`src/rtl/up_count_meth_if.sv`:
```
// Control and status bundle for up_count_meth.
// master: the side that drives count controls and observes the count.
// slave: the counter itself.
interface up_count_meth_if #(
  parameter int unsigned WIDTH = 4
);
  logic             en;
  logic             clr;
  logic             load;
  logic [WIDTH-1:0] d;
  logic             ovf_clr;
  logic [WIDTH-1:0] o;
  logic             tc;
  logic             wrap;
  logic             ovf;

  modport master (
    output en, clr, load, d, ovf_clr,
    input  o, tc, wrap, ovf
  );

  modport slave (
    input  en, clr, load, d, ovf_clr,
    output o, tc, wrap, ovf
  );
endinterface

```
`src/rtl/up_count_meth.sv`:
```
// Modulo-MODULUS up counter with enable, synchronous clear, saturating
// parallel load, terminal count, one-cycle wrap pulse and sticky overflow.
// The count sequence is 0..MODULUS-1. tc is meant for cascading: it is high
// only on the cycle where this stage will wrap, so it can enable the next stage.
module up_count_meth #(
  parameter int unsigned WIDTH   = 4,
  parameter int unsigned MODULUS = 16,
  parameter int unsigned INIT    = 0
) (
  input logic            clk,
  input logic            set,
  up_count_meth_if.slave bus
);

  localparam logic [WIDTH-1:0] Term    = WIDTH'(MODULUS - 1);
  localparam logic [WIDTH:0]   ModExt  = (WIDTH + 1)'(MODULUS);
  localparam logic [WIDTH-1:0] InitVal = WIDTH'(INIT);

  logic [WIDTH-1:0] o_q, o_d;
  logic             wrap_q, wrap_d;
  logic             ovf_q, ovf_d;

  logic [WIDTH:0]   inc;
  logic             inc_wrap;
  logic [WIDTH-1:0] load_val;

  // Increment stage: one extra bit so MODULUS = 2**WIDTH wraps on the carry out.
  always_comb begin
    inc      = {1'b0, o_q} + (WIDTH + 1)'(1);
    inc_wrap = (inc == ModExt);
    load_val = (bus.d > Term) ? Term : bus.d;
  end

  // Next state, priority clr > load > en; a wrap always beats ovf_clr.
  always_comb begin
    o_d    = o_q;
    wrap_d = 1'b0;
    ovf_d  = ovf_q;
    if (bus.clr) begin
      o_d = '0;
    end else if (bus.load) begin
      o_d = load_val;
    end else if (bus.en) begin
      if (inc_wrap) begin
        o_d    = '0;
        wrap_d = 1'b1;
      end else begin
        o_d = inc[WIDTH-1:0];
      end
    end
    if (wrap_d) begin
      ovf_d = 1'b1;
    end else if (bus.ovf_clr) begin
      ovf_d = 1'b0;
    end
  end

  // Register stage; set is the asynchronous active-low reset.
  always_ff @(posedge clk or negedge set) begin
    if (!set) begin
      o_q    <= InitVal;
      wrap_q <= 1'b0;
      ovf_q  <= 1'b0;
    end else begin
      o_q    <= o_d;
      wrap_q <= wrap_d;
      ovf_q  <= ovf_d;
    end
  end

  assign bus.o    = o_q;
  assign bus.wrap = wrap_q;
  assign bus.ovf  = ovf_q;
  // Combinational so a cascaded stage sees it in the same cycle.
  assign bus.tc   = (o_q == Term) && bus.en;

endmodule

```
`src/flat_wrapper.sv`:
```
// flat-port wrapper written by rule: the top's interface ports become plain ports
module up_count_meth_flat 
#(
  parameter int unsigned WIDTH   = 4,
  parameter int unsigned MODULUS = 16,
  parameter int unsigned INIT    = 0
)
  (clk, set, bus_en, bus_clr, bus_load, bus_d, bus_ovf_clr, bus_o, bus_tc, bus_wrap, bus_ovf);
  up_count_meth_if #(.WIDTH(WIDTH)) bus_i ();
  input logic clk;
  input logic set;
  input wire logic [$bits(bus_i.en)-1:0] bus_en;
  input wire logic [$bits(bus_i.clr)-1:0] bus_clr;
  input wire logic [$bits(bus_i.load)-1:0] bus_load;
  input wire logic [$bits(bus_i.d)-1:0] bus_d;
  input wire logic [$bits(bus_i.ovf_clr)-1:0] bus_ovf_clr;
  output wire logic [$bits(bus_i.o)-1:0] bus_o;
  output wire logic [$bits(bus_i.tc)-1:0] bus_tc;
  output wire logic [$bits(bus_i.wrap)-1:0] bus_wrap;
  output wire logic [$bits(bus_i.ovf)-1:0] bus_ovf;
  assign bus_i.en = bus_en;
  assign bus_i.clr = bus_clr;
  assign bus_i.load = bus_load;
  assign bus_i.d = bus_d;
  assign bus_i.ovf_clr = bus_ovf_clr;
  assign bus_o = bus_i.o;
  assign bus_tc = bus_i.tc;
  assign bus_wrap = bus_i.wrap;
  assign bus_ovf = bus_i.ovf;
  up_count_meth #(.WIDTH(WIDTH), .MODULUS(MODULUS), .INIT(INIT)) u_core (.clk(clk), .set(set), .bus(bus_i));
endmodule
```
`config.mk`:
```
export PLATFORM = sky130hd
export DESIGN_NAME = up_count_meth_flat
export DESIGN_NICKNAME = d
export VERILOG_FILES = /design/src/rtl/up_count_meth_if.sv /design/src/rtl/up_count_meth.sv /design/src/flat_wrapper.sv
export SDC_FILE = /design/constraint.sdc
export NUM_CORES = 1
export LEC_CHECK = 0
export CORE_AREA = 2 2 39 41
export CTS_CLUSTER_SIZE = 30
export DETAILED_ROUTE_END_ITERATION = 7
export DIE_AREA = 0 0 41 43
export PLACE_DENSITY = 0.53
export SYNTH_ARGS = -nofsm -noshare
export SYNTH_HDL_FRONTEND = slang
export SYNTH_SLANG_ARGS = --single-unit
```
`constraint.sdc`:
```
create_clock -name clk -period 2.2 [get_ports clk]
set_input_delay 0.44 -clock clk [delete_from_list [all_inputs] [get_ports clk]]
set_output_delay 0.44 -clock clk [all_outputs]
set_load 0.005 [all_outputs]
```
After elaboration in Yosys (flattened, before gate mapping)
Cells that the tools add are included.

Add/subtract/negate cells: 1. Muxes and demuxes: 11. Reductions and logical operators: 3. Magnitude comparators: 1. Equal/unequal tests: 2.

Operators by type and width (number): 4-bit 2-to-1 mux (5); 1-bit 2-to-1 mux (6); 4-bit by 1-bit adder with 5-bit output (second input constant) (1); 5-bit == test (second input constant) (1); 4-bit == test (second input constant) (1); 4-bit greater-than comparator (second input constant) (1); 3-bit nonzero test (1); 2-bit nonzero test (1); 1-bit logical AND (1).

Output and inout bits: 7. Input bits: 10. Word-level logic and storage cells: 21. Bits in registers: 6.

Depth between registers and ports, before layout
Gate-level depths: netlist of run 1.

Depth in word-level cells: 7. Mapped depth: 4. Mapped depth without buffers: 4.

Least setup slack after synthesis of run 1
OpenSTA, ideal clock, no wires.

Path type: reg-to-reg. Start: register u_core.o_q[0], in the netlist u_core.bus.o[0]. End: register u_core.o_q[1], in the netlist u_core.bus.o[1]. Stages on the path, launching flop included: 5. Period minus slack after synthesis: 1.228 ns. Path slack: 0.972 ns. Required time: 2.081 ns. Arrival: 1.110 ns. Path buffers: 0. Library setup time: 0.119 ns. Cell sequence: dfrtp_1 > ha_1 > mux2_2 > mux2i_1 > nor2_1.

Word-level cells in the longest chain between the ends: 6.

RTL lines: start, declared (line up_count_meth.sv:19) `logic [WIDTH-1:0] o_q, o_d;`; start signal, assigned (line up_count_meth.sv:61) `o_q <= InitVal;`; 4-bit by 1-bit adder with 5-bit output (*) (line up_count_meth.sv:29) `inc = {1'b0, o_q} + (WIDTH + 1)'(1);`; 5-bit == test (line up_count_meth.sv:30) `inc_wrap = (inc == ModExt);`; 4-bit 2-to-1 mux (*) (line up_count_meth.sv:44) `if (inc_wrap) begin`; 4-bit 2-to-1 mux (*) (line up_count_meth.sv:43) `end else if (bus.en) begin`; 4-bit 2-to-1 mux (*) (line up_count_meth.sv:41) `end else if (bus.load) begin`; 4-bit 2-to-1 mux (*) (line up_count_meth.sv:39) `if (bus.clr) begin`.

Mark *: on every way between the ends. The rest lies on a longest branch, timed or not. The select of a mux whose other input is x is not followed. A chain may end at the register's enable or synchronous reset.

Worst setup path after layout of run 1
Start: input bus_en. End: output bus_tc.

Word-level cells in the longest chain between the ends: 1.

RTL lines: start, declared (line flat_wrapper.sv:12) `input wire logic [$bits(bus_i.en)-1:0] bus_en;`; 1-bit logical AND (line up_count_meth.sv:75) `assign bus.tc = (o_q == Term) && bus.en;`; end, declared (line flat_wrapper.sv:18) `output wire logic [$bits(bus_i.tc)-1:0] bus_tc;`.

Every way passes these cells.

==> run_results.csv, run 1 <==
group,metric,value,unit
sta,fmax,486,MHz
pwr,power_switching_share,24.0,%
clocking,ctsResizeCount,0,
global_route,grt_overflow_total,0,
placement,gp_congestion,0.670,
clocking,postCtsSetupBuffers,0,
sta,grt_setup_unrepaired,"no",
final_layout,area_growth,64.7,%
final_layout,fin_nets,62,
final_layout,utilization,38.0,%
clocking,clkTransAtPathRegs,40,ps
clocking,cts_htree_levels,1,
sta,worst_slack,142,ps
min_path,min_path_type,"in2async",
sta,min_period_over_period,93.5,%
sta,timing.final.crit_period,2060,ps
synth,yosys_register_bits,6,
global_route,grt_pass1_vias,289,
sta,timing.setup.tns,0,ps
detailed_routing,detail_route.iter0.violations,5,
worst_setup_path,cp_max_fo,2,
clocking,holdBufCountCts,0,
sta,hold_violations,0,
worst_setup_path,cp.required,1760,ps
sta,slew_viol_final,0,
pwr,power,282,uW
final_layout,stdcell_count,65,
global_route,grt_antenna_before_repair,0,
pwr,vdd_drop_max,289,uV
detailed_routing,firstDrtPassIters,4,
die,initial_core_util,23.1,%
clocking,clock-sinks,6,
detailed_routing,wirelength,699,um
pwr,p_comb_share,19.4,%
global_route,grt_util_met3,8.90,%
detailed_routing,via_per_inst,4.63,
synth,yosysSeqAreaShare,47.1,%
detailed_routing,num_vias,301,
global_route,use_met2,13.8,%
placement,port-buffer-count,16,
global_route,grt_start_max_net_pins,8,
detailed_routing,ant_nets,0,
synth,syn_inst,30,
global_route,grt_first_pass_wirelength,1270,um
worst_setup_path,end_kind,"primary output",
final_layout,fillers,133,
die,die_width,41,um
clocking,numCtsBuffers,3,
synth,synth_edf_count,0,
placement,preCtsSetupSlack,131,ps
placement,hpwl,549,um
pwr,p_leak,0.000251,uW
die,die_height,43,um
die,ios,17,
pwr,p_int,214,uW
detailed_routing,avgRoutedWirePerCell,10.8,um
synth,yosysTopAreaCell,"dfrtp_1",
sta,max_slew_margin,78.7,%
synth,yosys.area.top_type_share,47.1,%
synth,async_flop_share,100,%
pwr,p_per_area,536,mW/mm^2
placement,placed_cells,62,
synth,synth.most_common_cell,"dfrtp_1",
final_layout,drive_gt1_share,14.3,%
clocking,clkLatencyLatePin,250,ps
final_layout,regArea,150,um^2
sta,skew,1.62,ps
global_route,grt_use_total,11.3,%
global_route,use_met1,13.7,%
synth,netlist_area,319,um^2
die,dieArea,0.00176,mm^2
die,core,0.00138,mm^2
clocking,cts_tree,"yes",
synth,ys.flop_type,"dfrtp_1",
run,drv_cap,0,
pwr,pwr-share-clk,36.4,%
synth,syn-num-nets,41,
sta,setup_viol,0,
worst_setup_path,cp.arrival,1620,ps
final_layout,diodes,0,
pwr,switchingPower,67.6,uW
sta,worst_slew_pin_slew,318,ps
synth,postSynthAreaPerCell,10.6,um^2
synth,yosysWarnings,0,
clocking,ctsLongestPathBuffers,2,
synth,synthDistinctLibCells,17,
status,status,"finished, final reports clean",
final_layout,multi_input_area,150,um^2
worst_setup_path,crit_type,"in2out",
clocking,root_buffer,"clkbuf_4",
synth,synth_common_cells,"6 x dfrtp_1, 4 x inv_1",
worst_setup_path,startpoint_type,"input pin",
global_route,busiest_layer,"met2",
synth,synthTopCellsByArea,"dfrtp_1 47%, mux2i_1 6.3%, xnor2_1 5.5%, inv_1 4.7%, o21a_1 4.7%",
detailed_routing,remaining_drc_errors,0,
pwr,pwr-share-seq,44.3,%
die,num_rows,14,
## flip-flops by register name, indices dropped and copies added, names as in the netlist
signal and cells:
u_core.bus.wrap 1, u_core.bus.ovf 1, u_core.bus.o 4
## layout by cell type, fill, tap and decap left out, types with 2 or more instances in the layout
cell / instances
clkbuf_4: 3
dfrtp_1: 6
mux2i_1: 2
inv_1: 4
xnor2_1: 2
o21a_1: 2
clkdlybuf4s50_1: 16
nor2_1: 2
a21oi_1: 2
## layer usage
metal	routed length (um)	vias to the layer above
met5	0	-
met4	0	0
met3	74	0
met2	325	13
met1	298	146
li1	-	142
## worst paths after layout
kind | slack, ps | from | to | depth (start not counted)
max reg2reg | 900 | u_core.bus.o[0] | u_core.bus.o[1] | 4
max in group asynchronous | 1550 | set | u_core.bus.o[0] | 1
max | 140 | bus_en | bus_tc | 4
min in group clk | 490 | u_core.bus.ovf | u_core.bus.ovf | 1
min reg2reg | 490 | u_core.bus.ovf | u_core.bus.ovf | 1
min | 430 | set | u_core.bus.ovf | 1
## stage by stage
stage	instance area [um^2]	hold WS, ps
2_1_floorplan	319	144
3_3_place_gp	503	467
3_5_place_dp	503	474
4_1_cts	526	433
5_1_grt	526	448
6_report	526	434
## area by class of cell
cell class              instances  share of cell area, %
repair buffers                 17                   31.9
flip-flops and latches          6                   28.6
multi-input cells              19                   28.6
clock buffers                   3                   4.29
well taps                      16                   3.81
inverters                       4                   2.86
## worst max-delay path: stages
cell and delay [ps]:
clkdlybuf4s50_1 500, nand4_2 120, inv_1 70, clkdlybuf4s50_1 490
## power groups by stage
stage                     Combinational (uW)  Sequential [uW]  Clock, uW
after floorplan                         19.4              125          0
after global placement                  55.1              127          0
after detailed placement                55.0              126          0
after CTS                               55.5              125        108
after global routing                    61.1              126        116
final                                   54.6              125        102
## kinds of logic (layout without fill, tap and decap cells)
kind of cell,Yosys count,after routing,synth area share (%)
DFF,6,6,47.1
AOI/OAI and AO/OA,5,5,10.2
adders and majority gates,1,1,3.92
and+or+nand+nor,7,7,14.9
muxes,3,3,9.80
buffers and inverters,5,24,5.88
xor gates and xnor gates,3,3,8.24
Note: power is estimated with default switching activity, not from simulation.
==> inputs of run 2 (changes only) <==
CTS_CLUSTER_DIAMETER = 30   (was default)
==> results of run 2 <==
No change in the layout: final DEF, timing and power equal those of run 1.
